$ cat src/rtl/ps2_host_tx.sv
// ps2_host_tx
// Host-to-device PS/2 transmitter. Sends one command byte to the attached
// device over the shared PS/2 clock/data pair. Both lines are driven
// open-collector: an *_oe output of 1 pulls the line low, 0 releases it.
//
// Ports
//   clk          system clock
//   reset        asynchronous active-low reset
//   KEYSIG_CLK   PS/2 clock line as read back (asynchronous)
//   KEYSIG_DATA  PS/2 data line as read back (asynchronous)
//   tx_data      byte to send, latched when a request is accepted
//   tx_start     one-cycle request strobe, honoured only when idle
//   ps2_clk_oe   1 = pull PS/2 clock low
//   ps2_data_oe  1 = pull PS/2 data low
//   busy         high from the accepted request until done
//   done         one-cycle completion pulse
//   err          missing acknowledge or timeout; valid at done, held
//                until the next accepted request
//
// State table
//   state    | meaning
//   IDLE     | lines released, waiting for tx_start
//   INHIBIT  | clock held low for INHIBIT_CYCLES cycles
//   RTS      | request-to-send: clock and data both held low, one cycle
//   SEND     | clock released, shifting start/data/parity/stop on device clock
//   ACK      | data released, sampling the device acknowledge
//   WAIT_REL | waiting for the device to release both lines
//   FIN      | done pulse, then back to IDLE

module ps2_host_tx #(
    parameter int INHIBIT_CYCLES = 12000,
    parameter int TIMEOUT_CYCLES = 2000000
) (
    input  logic       clk,
    input  logic       reset,
    input  logic       KEYSIG_CLK,
    input  logic       KEYSIG_DATA,
    input  logic [7:0] tx_data,
    input  logic       tx_start,
    output logic       ps2_clk_oe,
    output logic       ps2_data_oe,
    output logic       busy,
    output logic       done,
    output logic       err
);

    localparam logic [2:0] S_IDLE     = 3'd0;
    localparam logic [2:0] S_INHIBIT  = 3'd1;
    localparam logic [2:0] S_RTS      = 3'd2;
    localparam logic [2:0] S_SEND     = 3'd3;
    localparam logic [2:0] S_ACK      = 3'd4;
    localparam logic [2:0] S_WAIT_REL = 3'd5;
    localparam logic [2:0] S_FIN      = 3'd6;

    // Down-counters are loaded with N-1 so the terminal count (zero) falls
    // on the last cycle of an N-cycle interval.
    localparam logic [13:0] INH_LOAD = 14'(INHIBIT_CYCLES - 1);
    localparam logic [20:0] TO_LOAD  = 21'(TIMEOUT_CYCLES - 1);

    logic [2:0]  state_q, state_d;
    logic [13:0] inh_cnt_q, inh_cnt_d;
    logic [20:0] to_cnt_q, to_cnt_d;
    logic [3:0]  bit_idx_q, bit_idx_d;
    logic [7:0]  data_q, data_d;
    logic        parity_q, parity_d;
    logic        data_oe_q, data_oe_d;
    logic        err_q, err_d;

    logic kclk_s1_q, kclk_s2_q, kclk_prev_q;
    logic kdat_s1_q, kdat_s2_q;

    logic fe;
    logic to_active;
    logic to_hit;
    logic cur_bit;

    // Synchronizers reset to 1 so an idle (pulled-up) bus gives no false edge.
    always_ff @(posedge clk or negedge reset) begin
        if (!reset) begin
            kclk_s1_q   <= 1'b1;
            kclk_s2_q   <= 1'b1;
            kclk_prev_q <= 1'b1;
            kdat_s1_q   <= 1'b1;
            kdat_s2_q   <= 1'b1;
        end else begin
            kclk_s1_q   <= KEYSIG_CLK;
            kclk_s2_q   <= kclk_s1_q;
            kclk_prev_q <= kclk_s2_q;
            kdat_s1_q   <= KEYSIG_DATA;
            kdat_s2_q   <= kdat_s1_q;
        end
    end

    assign fe = kclk_prev_q & ~kclk_s2_q;

    assign to_active = (state_q == S_SEND) || (state_q == S_ACK) || (state_q == S_WAIT_REL);
    assign to_hit    = to_active && (to_cnt_q == 21'd0);

    // Serial bit order: data LSB first, then odd parity, then stop (released).
    always_comb begin
        if (bit_idx_q < 4'd8) begin
            cur_bit = data_q[bit_idx_q[2:0]];
        end else if (bit_idx_q == 4'd8) begin
            cur_bit = parity_q;
        end else begin
            cur_bit = 1'b1;
        end
    end

    always_comb begin
        state_d   = state_q;
        inh_cnt_d = inh_cnt_q;
        to_cnt_d  = to_cnt_q;
        bit_idx_d = bit_idx_q;
        data_d    = data_q;
        parity_d  = parity_q;
        data_oe_d = data_oe_q;
        err_d     = err_q;

        case (state_q)
            S_IDLE: begin
                if (tx_start) begin
                    data_d    = tx_data;
                    parity_d  = ~^tx_data;
                    err_d     = 1'b0;
                    bit_idx_d = 4'd0;
                    inh_cnt_d = INH_LOAD;
                    state_d   = S_INHIBIT;
                end
            end
            S_INHIBIT: begin
                if (inh_cnt_q == 14'd0) begin
                    state_d = S_RTS;
                end else begin
                    inh_cnt_d = inh_cnt_q - 14'd1;
                end
            end
            S_RTS: begin
                to_cnt_d  = TO_LOAD;
                data_oe_d = 1'b1;
                state_d   = S_SEND;
            end
            S_SEND: begin
                if (to_hit) begin
                    err_d   = 1'b1;
                    state_d = S_FIN;
                end else begin
                    to_cnt_d = to_cnt_q - 21'd1;
                    if (fe) begin
                        data_oe_d = ~cur_bit;
                        bit_idx_d = bit_idx_q + 4'd1;
                        if (bit_idx_q == 4'd9) begin
                            state_d = S_ACK;
                        end
                    end
                end
            end
            S_ACK: begin
                if (to_hit) begin
                    err_d   = 1'b1;
                    state_d = S_FIN;
                end else begin
                    to_cnt_d = to_cnt_q - 21'd1;
                    if (fe) begin
                        err_d   = kdat_s2_q;
                        state_d = S_WAIT_REL;
                    end
                end
            end
            S_WAIT_REL: begin
                if (to_hit) begin
                    err_d   = 1'b1;
                    state_d = S_FIN;
                end else begin
                    to_cnt_d = to_cnt_q - 21'd1;
                    if (kclk_s2_q && kdat_s2_q) begin
                        state_d = S_FIN;
                    end
                end
            end
            S_FIN: begin
                state_d = S_IDLE;
            end
            default: begin
                state_d = S_IDLE;
            end
        endcase
    end

    always_ff @(posedge clk or negedge reset) begin
        if (!reset) begin
            state_q   <= S_IDLE;
            inh_cnt_q <= 14'd0;
            to_cnt_q  <= 21'd0;
            bit_idx_q <= 4'd0;
            data_q    <= 8'd0;
            parity_q  <= 1'b0;
            data_oe_q <= 1'b0;
            err_q     <= 1'b0;
        end else begin
            state_q   <= state_d;
            inh_cnt_q <= inh_cnt_d;
            to_cnt_q  <= to_cnt_d;
            bit_idx_q <= bit_idx_d;
            data_q    <= data_d;
            parity_q  <= parity_d;
            data_oe_q <= data_oe_d;
            err_q     <= err_d;
        end
    end

    // Outputs decode straight from state so reset releases the lines at once
    // and a timeout drops data in the very cycle it fires.
    assign ps2_clk_oe  = (state_q == S_INHIBIT) || (state_q == S_RTS);
    assign ps2_data_oe = (state_q == S_RTS) || ((state_q == S_SEND) && data_oe_q && !to_hit);
    assign busy        = (state_q != S_IDLE) && (state_q != S_FIN);
    assign done        = (state_q == S_FIN);
    assign err         = err_q;

endmodule

$ cat config.mk
export PLATFORM = sky130hd
export DESIGN_NAME = ps2_host_tx
export DESIGN_NICKNAME = d
export VERILOG_FILES = /design/src/rtl/ps2_host_tx.sv
export SDC_FILE = /design/constraint.sdc
export NUM_CORES = 1
export LEC_CHECK = 0
export CAP_MARGIN = 20
export CELL_PAD_IN_SITES_DETAIL_PLACEMENT = 0
export CELL_PAD_IN_SITES_GLOBAL_PLACEMENT = 1
export CORE_ASPECT_RATIO = 0.75
export CORE_MARGIN = 4
export CORE_UTILIZATION = 47
export CTS_CLUSTER_DIAMETER = 80
export CTS_CLUSTER_SIZE = 40
export DETAILED_ROUTE_END_ITERATION = 6
export PLACE_DENSITY = 0.85
export SLEW_MARGIN = 15
export SYNTH_ARGS = -nofsm -noshare
export SYNTH_HDL_FRONTEND = slang
export SYNTH_SLANG_ARGS = --single-unit
$ cat constraint.sdc
create_clock -name clk -period 2.8 [get_ports clk]
set_input_delay 0.28 -clock clk [delete_from_list [all_inputs] [get_ports clk]]
set_output_delay 0.28 -clock clk [all_outputs]
set_load 0.02 [all_outputs]
== After elaboration in Yosys (flattened, before gate mapping) ==
Cells that the tools add are included.

* Bits in registers: 58
* Latch bits: 0
* Memory bits (writable): 0
* Bits in read-only memories: 0
* Bits of input ports: 13
* Output and inout port bits: 5
* Word-level logic and storage cells: 101
* Memories kept: 0

* Add/sub/neg operators: 3
* $mul: 0
* Divide/modulo/power cells: 0
* Magnitude comparators: 2
* Eq/ne operators: 20
* Shift operators: 0
* Muxes and demuxes: 31
* Bitwise logic cells: 3
* Reductions and logical operators: 29

{| class="wikitable"
|+ Operator list
! cell !! number
|-
| $pmux W21 S2 || 1
|-
| $mux W14 || 2
|-
| $pmux W14 S2 || 1
|-
| $mux W3 || 9
|-
| $logic_not A21 Y1 || 1
|-
| $mux W21 || 1
|-
| $sub A21 B1 Y21 const B || 1
|-
| $pmux W3 S6 || 1
|-
| $logic_not A14 Y1 || 1
|-
| $sub A14 B1 Y14 const B || 1
|-
| $mux W4 || 3
|-
| $ne A2 B2 Y1 const B || 6
|-
| $eq A3 B3 Y1 const B || 3
|-
| $mux W1 || 9
|-
| $ne A3 B3 Y1 const B || 3
|-
| $eq A4 B4 Y1 const B || 2
|-
| $pmux W4 S2 || 1
|-
| $reduce_and A4 Y1 || 2
|-
| $reduce_bool A2 Y1 || 4
|-
| $reduce_xnor A8 Y1 || 1
|-
| $eq A3 B2 Y1 const B || 2
|-
| $ne A3 B2 Y1 const B || 2
|-
| $reduce_and A3 Y1 || 2
|-
| $reduce_and A6 Y1 || 1
|-
| 18 further kinds || 28
|}

== Logic depth before layout (Yosys ltp) ==
Gate-level depths: netlist of run 1.

* Depth in word-level cells: 7
* Depth in mapped cells: 8
* Gate-level depth less buffers: 7

== Least setup slack after synthesis of run 1 ==
Ideal clock, no wire load.

* Path kind: flip-flop to flip-flop
* Start point: register inh_cnt_q[0]
* End point: register state_q[0]
* Arrival time: 2.272 ns
* Required time: 2.674 ns
* Setup slack: 0.402 ns
* Stages on the path, launching flop included: 9
* Path buffers: 1
* Path through: dfrtp_1 inv_1 ha_1 or3b_2 or4b_4 and2_1 buf_6 a221o_1 o32a_1

* Cells in the longest elaborated chain, start to end: 3

{| class="wikitable"
|+ Ends and longest elaborated chain
! element !! RTL line !! text
|-
| start, declared || 61 || <nowiki>logic [13:0] inh_cnt_q, inh_cnt_d;</nowiki>
|-
| start signal, assigned || 202 || <nowiki>inh_cnt_q <= inh_cnt_d;</nowiki>
|-
| $logic_not A14 Y1 || 132 || <nowiki>if (inh_cnt_q == 14'd0) begin</nowiki>
|-
| $ne A2 B2 Y1 (no source line) || - ||
|-
| $reduce_and A6 Y1 (no source line) || - ||
|-
| end signal, assigned || 201 || <nowiki>state_q <= state_d;</nowiki>
|-
| end, declared || 60 || <nowiki>logic [2:0] state_q, state_d;</nowiki>
|}

Every way passes these cells.
A chain may end at the register's enable or synchronous reset.

== Worst setup path after layout of run 1 ==
* Start point: register to_cnt_q[12]
* End point: output ps2_data_oe

* Cells in the longest elaborated chain, start to end: 5

{| class="wikitable"
|+ Ends and longest elaborated chain
! element !! RTL line !! text
|-
| start, declared || 62 || <nowiki>logic [20:0] to_cnt_q, to_cnt_d;</nowiki>
|-
| start signal, assigned || 203 || <nowiki>to_cnt_q <= to_cnt_d;</nowiki>
|-
| $logic_not A21 Y1 || 97 || <nowiki>assign to_hit = to_active && (to_cnt_q == 21'd0);</nowiki>
|-
| $logic_and A1 B1 Y1 || 97 ||
|-
| $logic_not A1 Y1 || 215 || <nowiki>assign ps2_data_oe = (state_q == S_RTS) || ((state_q == S_SEND) && data_oe_q && !to_hit);</nowiki>
|-
| $logic_and A1 B1 Y1 || 215 ||
|-
| $logic_or A1 B1 Y1 || 215 ||
|-
| end, declared || 41 || <nowiki>output logic ps2_data_oe,</nowiki>
|}

Every way passes these cells.

==> results of run 1 <==
[kinds of logic after synthesis]
kind of cell	count (synthesis)	share of synthesized area (%)
flip-flops	58	45.2
multiplexers	11	4.19
buffers and inverters	29	4.47
XOR/XNOR	11	2.99
AO/OA/AOI/OAI	75	16.5
AND/OR/NAND/NOR	147	23.9
adder cells (fa/ha/maj)	7	2.72
[per-layer routing]
layer / vias to the layer above / wire (um) / global-route usage, %
li1: 1311 / - / -
met4: 0 / 38 / 5.18
met1: 1256 / 3700 / 29.3
met3: 2 / 391 / 5.42
met5: - / 0 / 0
met2: 72 / 2870 / 25.7
[cell type report]
cell class                      count  share of cell area [%]
Clock buffer                       14                    4.66
Clock inverter                      2                   0.946
Inverter                           12                    1.22
Multi-Input combinational cell    251                    44.1
Sequential cell                    58                    39.4
Tap cell                           81                    2.74
Timing Repair Buffer               29                    6.96
[repair_timing]
item / CTS / global route
setup endpoints to repair: 0 / 1
gates resized for setup: 0 / 2
buffers inserted: 0 / 0
endpoints found under the hold margin: 24 / 0
hold buffers: 1 / 0
[flip-flops by register name (all words and copies together) (netlist names)]
register / flops
to_cnt_q: 21
kclk_prev_q: 1
kclk_s2_q: 1
parity_q: 1
data_q: 8
bit_idx_q: 4
kdat_s1_q: 1
data_oe_q: 1
inh_cnt_q: 14
state_q: 3
err: 1
kclk_s1_q: 1
kdat_s2_q: 1
[worst max path at each step]
| stage | end | from | cells after the start |
|---|---|---|---|
| 2_1_floorplan | state_q[0]$_DFFE_PN0P_ | inh_cnt_q[0]$_DFFE_PN0P_ | 8 |
| 3_3_place_gp | state_q[0]$_DFFE_PN0P_ | inh_cnt_q[0]$_DFFE_PN0P_ | 7 |
| 3_5_place_dp | state_q[0]$_DFFE_PN0P_ | inh_cnt_q[0]$_DFFE_PN0P_ | 7 |
| 4_1_cts | ps2_data_oe | to_cnt_q[5]$_DFFE_PN0P_ | 6 |
| 5_1_grt | ps2_data_oe | state_q[0]$_DFFE_PN0P_ | 4 |
| 6_report | ps2_data_oe | to_cnt_q[12]$_DFFE_PN0P_ | 7 |
[worst max-delay path, cell delays in order (launching register included)]
cell and delay [ns]:
dfrtp_1 0.40, or3_1 0.43, nor3_1 0.19, buf_4 0.17, nand3_1 0.08, nand3_1 0.09
nand2_1 0.08, clkdlybuf4s50_1 0.54
[power by group through the flow]
stage	logic [mW]	registers, mW	clock network [mW]
2_1_floorplan	0.898	1.19	0
3_3_place_gp	1.09	1.29	0
3_5_place_dp	1.10	1.29	0
4_1_cts	1.11	1.28	0.838
5_1_grt	1.25	1.33	0.881
6_report	1.11	1.28	0.808
[synthesized netlist by cell type (7+ instances only)]
cell / number
clkbuf_1: 10
inv_1: 12
or3_1: 9
mux2i_1: 9
o41ai_1: 7
nand2_1: 42
ha_1: 7
nor4_1: 8
xnor2_1: 9
dfrtp_1: 53
a21oi_1: 10
nor2_1: 22
o21ai_0: 18
nand3_1: 17
nor3_1: 16
a31oi_1: 7
[per-stage QoR]
stage / cells / cell area, um2 / total power, mW / hold slack [ns] / setup WS, ns
finish: 447 / 3700 / 3.20 / 0.351 / 0.203
global route: 447 / 3700 / 3.47 / 0.334 / 0.0363
CTS: 447 / 3690 / 3.23 / 0.333 / 0.0271
detailed placement: 430 / 3470 / 2.40 / 0.334 / 0.303
global placement: 430 / 3470 / 2.38 / 0.317 / 0.372
floorplan: 338 / 3220 / 2.08 / -0.0156 / 0.402
==> run summary, run 1 <==
wire per inst = 15.7 um
Yosys warning count = 0
Starting Density = 49.8%
DR vias/cell = 5.91
area of the multi-input gates = 1630 um2
clock tree from TritonCTS = yes
Slew Limit Fails = 0
Buffers on Ports = 17
sw frac = 37.3%
clk_lat worst skew = 0.34 ns
Worst-Margin Slew = 0.933 ns
Mapped Area = 3220 um2
Rows = 25
worst vdd ir = 477 uV
largest net degree at the start of global routing = 35
grt ovf = 0
Final Hold Viols = 0
Clk pwr share = 25.3%
# setup viols final = 0
core area = 6470 um2
combinational power share = 34.6%
Post-Syn Instances = 338
final RePlAce weighted congestion = 0.819
Avg Cell Area, Syn = 9.53 um2
clock sink count = 58
initial antenna violation count = 0
die area = 8260 um2
I/O pins = 18
Die X = 104 um
antenna diode count = 0
Hold Path Cell Cnt = 1
Cell variety after synth = 53
Min-Delay Path Class = input pin to flip-flop
Post-synth EDFFs = 0
clock-pin slew on the worst setup and hold paths = 0.06 ns
drt pass-1 iters = 4
Hold Crit Endpoint = kclk_s1_q$_DFF_PN1_
DP Wirelength = 4.93 mm
largest cells by area after synthesis = dfrtp_1 41%, nand2_1 4.9%, dfstp_2 4.1%
Reg area = 1460 um2
Synth top area share = 41.2%
r2r setup slk = 0.27 ns
gr usage total = 19.0%
Internal = 2.01 mW
first-pass GRT wire length = 12.5 mm
residual DRC count = 0
H-Tree Depth = 3
CTS root buf = clkbuf_8
Yosys reg bits = 58
Antenna Nets Post-Route = 0
Nets = 381
top_reg_cell synth = dfrtp_1
fin util = 57.2%
WS Path Type = flip-flop to primary output
RSZ-0062 raised after global routing = false
Tmin final = 2.60 ns
Fmax achieved = 0.385 GHz
hold path startpoint = KEYSIG_CLK
Max-slew headroom = 37.3%
sequential share of power = 40.1%
Leakage = 1.43 nW
syn_nets = 358
Sw Pwr = 1.19 mW
setup TNS = 0 ns
async set or reset register ratio after synthesis = 100%
Starting DRT DRC Count = 192
PwrDens = 864 nW/um2
endpoint class of the critical path = primary output
Final Cycle Share = 92.7%
Max clock buf depth = 2
Syn-to-layout area delta = 14.9%
vias in the first global route = 2518
Die Ht = 79.7 um
r2r worst-path depth = 7
total CTS buffers = 9
Startpoint Class = flip-flop
leading area contributor after synthesis = dfrtp_1
Vias = 2641
Worst Path Max Fanout = 5
share of post-route cells with drive strength above 1 = 13.4%
max cap viols = 0
Arr. time, crit path = 2.32 ns
Worst Skew = 0.0131 ns
commonest non-fill, non-tap cell in the layout = dfrtp_1
fillcell total = 562
final WL = 7.00 mm
Critical Path RT = 2.52 ns
reg2reg start = inh_cnt_q[0]$_DFFE_PN0P_
Seq/Total Area, Yosys = 45.2%
FF-to-FF End = state_q[0]$_DFFE_PN0P_
outcome = finished clean
commonest non-fill, non-tap cells in the layout = 53 x dfrtp_1, 42 x nand2_1, 22 x nor2_1
No activity file was read; power rests on OpenSTA's default activity.
==> run 2: changes to the inputs <==
--- a/config.mk
+++ b/config.mk
@@ -8,13 +8,13 @@
 export CAP_MARGIN = 20
 export CELL_PAD_IN_SITES_DETAIL_PLACEMENT = 0
 export CELL_PAD_IN_SITES_GLOBAL_PLACEMENT = 1
-export CORE_ASPECT_RATIO = 0.75
 export CORE_MARGIN = 4
 export CORE_UTILIZATION = 47
 export CTS_CLUSTER_DIAMETER = 80
 export CTS_CLUSTER_SIZE = 40
 export DETAILED_ROUTE_END_ITERATION = 6
 export PLACE_DENSITY = 0.85
+export REMOVE_ABC_BUFFERS = 1
 export SLEW_MARGIN = 15
 export SYNTH_ARGS = -nofsm -noshare
 export SYNTH_HDL_FRONTEND = slang
==> run 2 against run 1 <==
  * Critical path depth decreased by 1
  * Routed wire length increased by 3.2%
  * Worst hold slack got worse by 0.0025 ns
  * Critical endpoint unchanged
  * Sequential share of layout area decreased by 0.17 points
  * Via count increased by 2.0%
  * Worst setup slack improved by 0.049 ns
  * Core utilization increased by 0.074 points
  * Register-to-register slack about the same
  * Design area increased by 0.44%
==> run summary, run 2 (synthesized netlist as in run 1, its figures left out) <==
gr usage total = 18.6% (-0.40 points)
first-pass GRT wire length = 12.6 mm (+0.99%)
clock-pin slew on the worst setup and hold paths = 0.07 ns (about the same)
share of post-route cells with drive strength above 1 = 14.4% (+1.1 points)
Worst Path Max Fanout = 5 (unchanged)
total power = 3.21 mW (+0.25%)
DP Wirelength = 5.00 mm (+1.3%)
Tmin final = 2.55 ns (-0.0491 ns)
clk_lat worst skew = 0.34 ns (about the same)
final RePlAce weighted congestion = 0.794 (-3.0%)
antenna diode count = 0 (unchanged)
slowest CP cell = clkdlybuf4s50_1
sw frac = 38.0% (+0.71 points)
Hold Crit Endpoint = kdat_s1_q$_DFF_PN1_
Critical Path RT = 2.52 ns (about the same)
Vias = 2693 (+2.0%)
clock tree from TritonCTS = yes
CP delay by family, top = simple AND/OR/NAND/NOR gates
Syn-to-layout area delta = 15.4%
total CTS buffers = 9 (unchanged)
Startpoint Class = flip-flop
dpl cell area = 3490 um2 (+0.43%)
Buffers on Ports = 17 (unchanged)
Die Ht = 90.8 um (+14%)
max cap viols = 0 (unchanged)
sequential share of power = 39.5% (-0.6 points)
Slew Limit Fails = 0 (unchanged)
Max-slew headroom = 41.2% (+3.8 points)
Clk pwr share = 25.0% (-0.3 points)
r2r setup slk = 0.26 ns (about the same)
residual DRC count = 0 (unchanged)
Max clock buf depth = 2 (unchanged)
crit-path max cell delay = 0.54 ns (about the same)
hold path startpoint = KEYSIG_DATA
Min-Delay Path Class = input pin to flip-flop
commonest non-fill, non-tap cells in the layout = 53 x dfrtp_1, 42 x nand2_1, 22 x nor2_1
commonest non-fill, non-tap cell in the layout = dfrtp_1
vias in the first global route = 2650 (+5.2%)
grt ovf = 0 (unchanged)
Top reg by flops = to_cnt_q
reg2reg start = inh_cnt_q[0]$_DFFE_PN0P_
Largest register FFs = 21 (unchanged)
core area = 6490 um2 (+0.31%)
largest registers = to_cnt_q x21, inh_cnt_q x14, data_q x8
wire per inst = 16.3 um (+3.9%)
Final Hold Viols = 0 (unchanged)
r2r worst-path depth = 7 (unchanged)
Sw Pwr = 1.22 mW (+2.2%)
endpoint class of the critical path = primary output
Rows = 29 (+16%)
FF-to-FF End = state_q[0]$_DFFE_PN0P_
cell mode on critical path = nand3_1
Arr. time, crit path = 2.27 ns (-0.05 ns)
Antenna Nets Post-Route = 0 (unchanged)
drt pass-1 iters = 5 (+1)
initial antenna violation count = 0 (unchanged)
RSZ-0062 raised after global routing = false
outcome = finished clean
Final Cycle Share = 91.0% (-1.8 points)
Hold Path Cell Cnt = 1 (unchanged)
clock sink count = 58 (unchanged)
largest net degree at the start of global routing = 32 (-8.6%)
H-Tree Depth = 3 (unchanged)
Finished Cell Area = 3720 um2 (+0.44%)
worst vdd ir = 535 uV (+12%)
Leakage = 1.44 nW (+0.51%)
worst path cell trace = nor4_2, and3_2, nand3_1, nand3_1, nand2_1, clkdlybuf4s50_1
setup TNS = 0 ns (unchanged)
CTS root buf = clkbuf_8
I/O pins = 18 (unchanged)
Starting Density = 49.6% (-0.15 points)
combinational power share = 35.6% (+1.0 points)
Nets = 382 (+0.26%)
CP Buf/Inv Count = 1 (-1)
die area = 8240 um2 (-0.16%)
Worst-Margin Slew = 0.876 ns (-0.0567 ns)
Die X = 90.8 um (-12%)
WS Path Type = flip-flop to primary output
Internal = 1.99 mW (-0.87%)
# setup viols final = 0 (unchanged)
Worst Skew = 0.00871 ns (-0.00435 ns)
Fmax achieved = 0.393 GHz (+1.9%)
DR vias/cell = 6.07 (+2.7%)
Starting DRT DRC Count = 117 (-39%)
final WL = 7.22 mm (+3.2%)
PwrDens = 863 nW/um2 (-0.18%)
[run 2: cell count changes in the layout (fill, tap and decap cells not counted), sizes merged]
cell and change:
clkbuf -3, buf +1, clkinvlp +1, clkinv +2
[run 2: power by group through the flow]
stage	sequential [mW]	combinational, mW	clock, mW
final	1.27	1.14	0.801
after CTS	1.26	1.15	0.819
after detailed placement	1.27	1.14	0
after global routing	1.30	1.28	0.860
after global placement	1.27	1.11	0
after floorplan	1.23	0.750	0
[run 2: repair_timing]
item / in CTS / in global routing
hold endpoints to repair: 19 / 0
resized for setup: 0 / 3
endpoints found under the setup margin: 0 / 1
buffers inserted: 0 / 0
hold buffers: 1 / 0
[run 2: routing by layer]
metal  track usage [%]  up-vias  share of wire, %
met2              30.1       59                48
met3              2.92       15               3.4
met4              8.04        0               2.2
li1                  -     1304                 -
met5                 0        -                 0
met1              24.7     1315                46
[run 2: stage by stage]
stage	hold WS (ns)	utilization (%)	instances	setup slack (ns)
after detailed placement	0.268	53.7	427	0.272
after global placement	0.345	53.4	426	0.361
after floorplan	-0.0156	-	321	0.406
after global routing	0.342	57.3	444	0.0716
after CTS	0.333	57.0	444	0.0555
final	0.349	57.3	444	0.252
[run 2: how the worst max path moves through the flow]
stage	startpoint	end	slack, ns	cells after the start
2_1_floorplan	to_cnt_q[13]$_DFFE_PN0P_	to_cnt_q[20]$_DFFE_PN0P_	0.41	5
3_5_place_dp	inh_cnt_q[0]$_DFFE_PN0P_	state_q[0]$_DFFE_PN0P_	0.27	7
5_1_grt	to_cnt_q[5]$_DFFE_PN0P_	ps2_data_oe	0.07	6
3_3_place_gp	inh_cnt_q[0]$_DFFE_PN0P_	state_q[0]$_DFFE_PN0P_	0.36	7
6_report	to_cnt_q[5]$_DFFE_PN0P_	ps2_data_oe	0.25	6
4_1_cts	to_cnt_q[5]$_DFFE_PN0P_	ps2_data_oe	0.06	6
[run 2: cell type report]
cell class | count | area [um2]
Fill cell | 564 | 2780
Multi-Input combinational cell | 251 | 1640
Sequential cell | 58 | 1460
Timing Repair Buffer | 30 | 278
Clock buffer | 11 | 151
Tap cell | 77 | 96.3
Clock inverter | 5 | 52.6
Inverter | 12 | 45.0
==> run 3: changes to the inputs <==
--- a/config.mk
+++ b/config.mk
@@ -15,7 +15,7 @@
 export DETAILED_ROUTE_END_ITERATION = 6
 export PLACE_DENSITY = 0.85
 export REMOVE_ABC_BUFFERS = 1
-export SLEW_MARGIN = 15
+export SLEW_MARGIN = 10
 export SYNTH_ARGS = -nofsm -noshare
 export SYNTH_HDL_FRONTEND = slang
 export SYNTH_SLANG_ARGS = --single-unit
==> results of run 3 <==
The final DEF is identical to that of run 2; final timing and power are the same.
==> edit (settings of run 1) <==
`data_q` no longer has a reset.
--- a/src/rtl/ps2_host_tx.sv
+++ b/src/rtl/ps2_host_tx.sv
@@ -194,5 +194,4 @@
             to_cnt_q  <= 21'd0;
             bit_idx_q <= 4'd0;
-            data_q    <= 8'd0;
             parity_q  <= 1'b0;
             data_oe_q <= 1'b0;
@@ -203,9 +202,12 @@
             to_cnt_q  <= to_cnt_d;
             bit_idx_q <= bit_idx_d;
-            data_q    <= data_d;
             parity_q  <= parity_d;
             data_oe_q <= data_oe_d;
             err_q     <= err_d;
         end
+    end
+
+    always_ff @(posedge clk) begin
+        data_q <= data_d;
     end
 
Function: no difference found for any inputs over 10 cycles, from zero or initial values and one cycle with reset low; that may be too few to reach the edited logic, so the function may still have changed.
==> edit against run 1 <==
Cell area down 0.54%. Worst setup slack worse by 0.0087 ns. Area after synthesis down 2.4%. Sequential cell count unchanged. Routed wire length down 2.0%. Die area down 2.2%. Register-to-register slack worse by 0.08 ns. Synthesized cell count down 5.6%. Largest cell class unchanged. Power down 6.9%. Cell count down 2.7%. The flow now finishes with violations (hold timing). Global-route usage up 0.22 points. First-iteration DRC count unchanged. Highest routed layer unchanged.
==> edit: results (changes against run 1) <==
metric;value;unit;change
top cells by area, synth;dfrtp_1 (36%), edfxtp_1 (7.6%), dfstp_2 (4.2%);;
Place WS;0.225;ns;-0.0784 ns
share of cells above drive strength 1;11.3;%;-2.1 points
post-cts resize count;1;;+1
port bufs;17;;unchanged
Least-Margin Pin Slew;0.734;ns;-0.198 ns
Via Count;2554;;-3.3%
Crit path arrival time;2.86;ns;+0.54 ns
Final Hold Vio Count;45;;+45
Syn Nets;339;;-5.3%
EDFF count, synth;8;;+8
placed insts;419;;-2.6%
violated checks;hold timing;;
Total Routing Usage GR;19.2;%;+0.22 points
Syn Inst Count;319;;-5.6%
sequential share of the synthesized area;47.7;%;+2.4 points
gpl congestion;0.797;;-2.7%
Post-DP HPWL;4780;um;-3.1%
Syn. warnings;0;;unchanged
Max Fclk;384;MHz;-0.33%
biggest regs;to_cnt_q: 21 flops, inh_cnt_q: 14 flops, data_q: 8 flops;;
first-pass GRT wire length;12100;um;-3.5%
clock skew;0.0133;ns;+0.000259 ns
clock latency on the worst-skew pair;0.34;ns;about the same
largest net degree at the start of global routing;47;;+34%
post-CTS setup buffers;0;;unchanged
placed cell areas;3470;sq um;-0.14%
r2r setup slk;0.19;ns;-0.08 ns
most common library cells after synthesis;dfrtp_1 (45), nand2_1 (23), nor2_1 (22), o21ai_0 (22), a21oi_1 (19);;
Peak supply drop;0.383;mV;-20%
TritonRoute pass-1 iters;5;;+1
DR WL/cell;15.8;um;+0.72%
final hold slack;-0.0443;ns;-0.396 ns
HP Class;input pin to asynchronous set/reset pin;;
fillers;578;;+2.8%
Netlist cell types;59;;+11%
vias in the first global route;2449;;-2.7%
outcome;finished with violations;;
Pint;1.92;mW;-4.2%
Clock power frac;27.5;%;+2.2 points
P_seq;1.16;mW;-9%
max reg flops;21;;unchanged
share of flip-flops with an asynchronous set or reset;86.2;%;-14 points
P per Cell Area;809;nW/um^2;-6.4%
Final #Nets;369;;-3.1%
CTS max path bufs;2;;unchanged
R2R depth;5;;-2
final non-filler cell total;435;;-2.7%
P_leak;1.37;nW;-4.3%
==> edit: cell types whose count changed in the layout (fill, tap and decap cells not counted), moves of 6 or more <==
cell and change:
nand2_1 -19, a21oi_1 +9, nor3_1 -9, dfrtp_1 -8, edfxtp_1 +8, or4_1 +6
==> edit: final cells by class <==
class                           count  area [sq um]  share of cell area, %
Multi-Input combinational cell    239          1570                   42.5
Sequential cell                    58          1500                   40.7
Timing Repair Buffer               31           272                   7.37
Clock buffer                       10           128                   3.47
Tap cell                           81           101                   2.75
Clock inverter                      6          81.3                   2.21
Inverter                           10          37.5                   1.02
==> edit: cell families (layout without fill, tap and decap cells) <==
family	count (synthesis)	count (layout)	synth area share, %
buf+inv	22	57	2.71
flops	58	58	47.7
fa+ha+maj	7	7	2.79
xor+xnor	13	13	3.62
mux	11	11	4.34
simple gates	126	126	22.1
compound gates	82	82	16.8
==> edit: final timing paths <==
path | start | to
min reg2reg | kclk_s1_q$_DFF_PN1_ | kclk_s2_q$_DFF_PN1_
max | to_cnt_q[5]$_DFFE_PN0P_ | to_cnt_q[16]$_DFFE_PN0P_
min | reset | to_cnt_q[1]$_DFFE_PN0P_
max in group asynchronous | reset | kdat_s2_q$_DFF_PN1_
max reg2reg | to_cnt_q[5]$_DFFE_PN0P_ | to_cnt_q[16]$_DFFE_PN0P_
min in group clk | KEYSIG_CLK | kclk_s1_q$_DFF_PN1_
==> edit: routing by layer <==
layer  vias up  share of wire (%)  track usage (%)
met5         -                  0                0
met4         0               0.96             5.11
met3         5                4.8             5.88
met2        45                 43             26.8
met1      1234                 51             28.8
li1       1270                  -                -
==> edit: worst max-delay path: stages (launching register included) <==
cell and delay (ns):
dfrtp_1 0.41, or4_1 0.54, or4b_1 0.57, or3_4 0.37, or4_1 0.47, a21oi_1 0.16
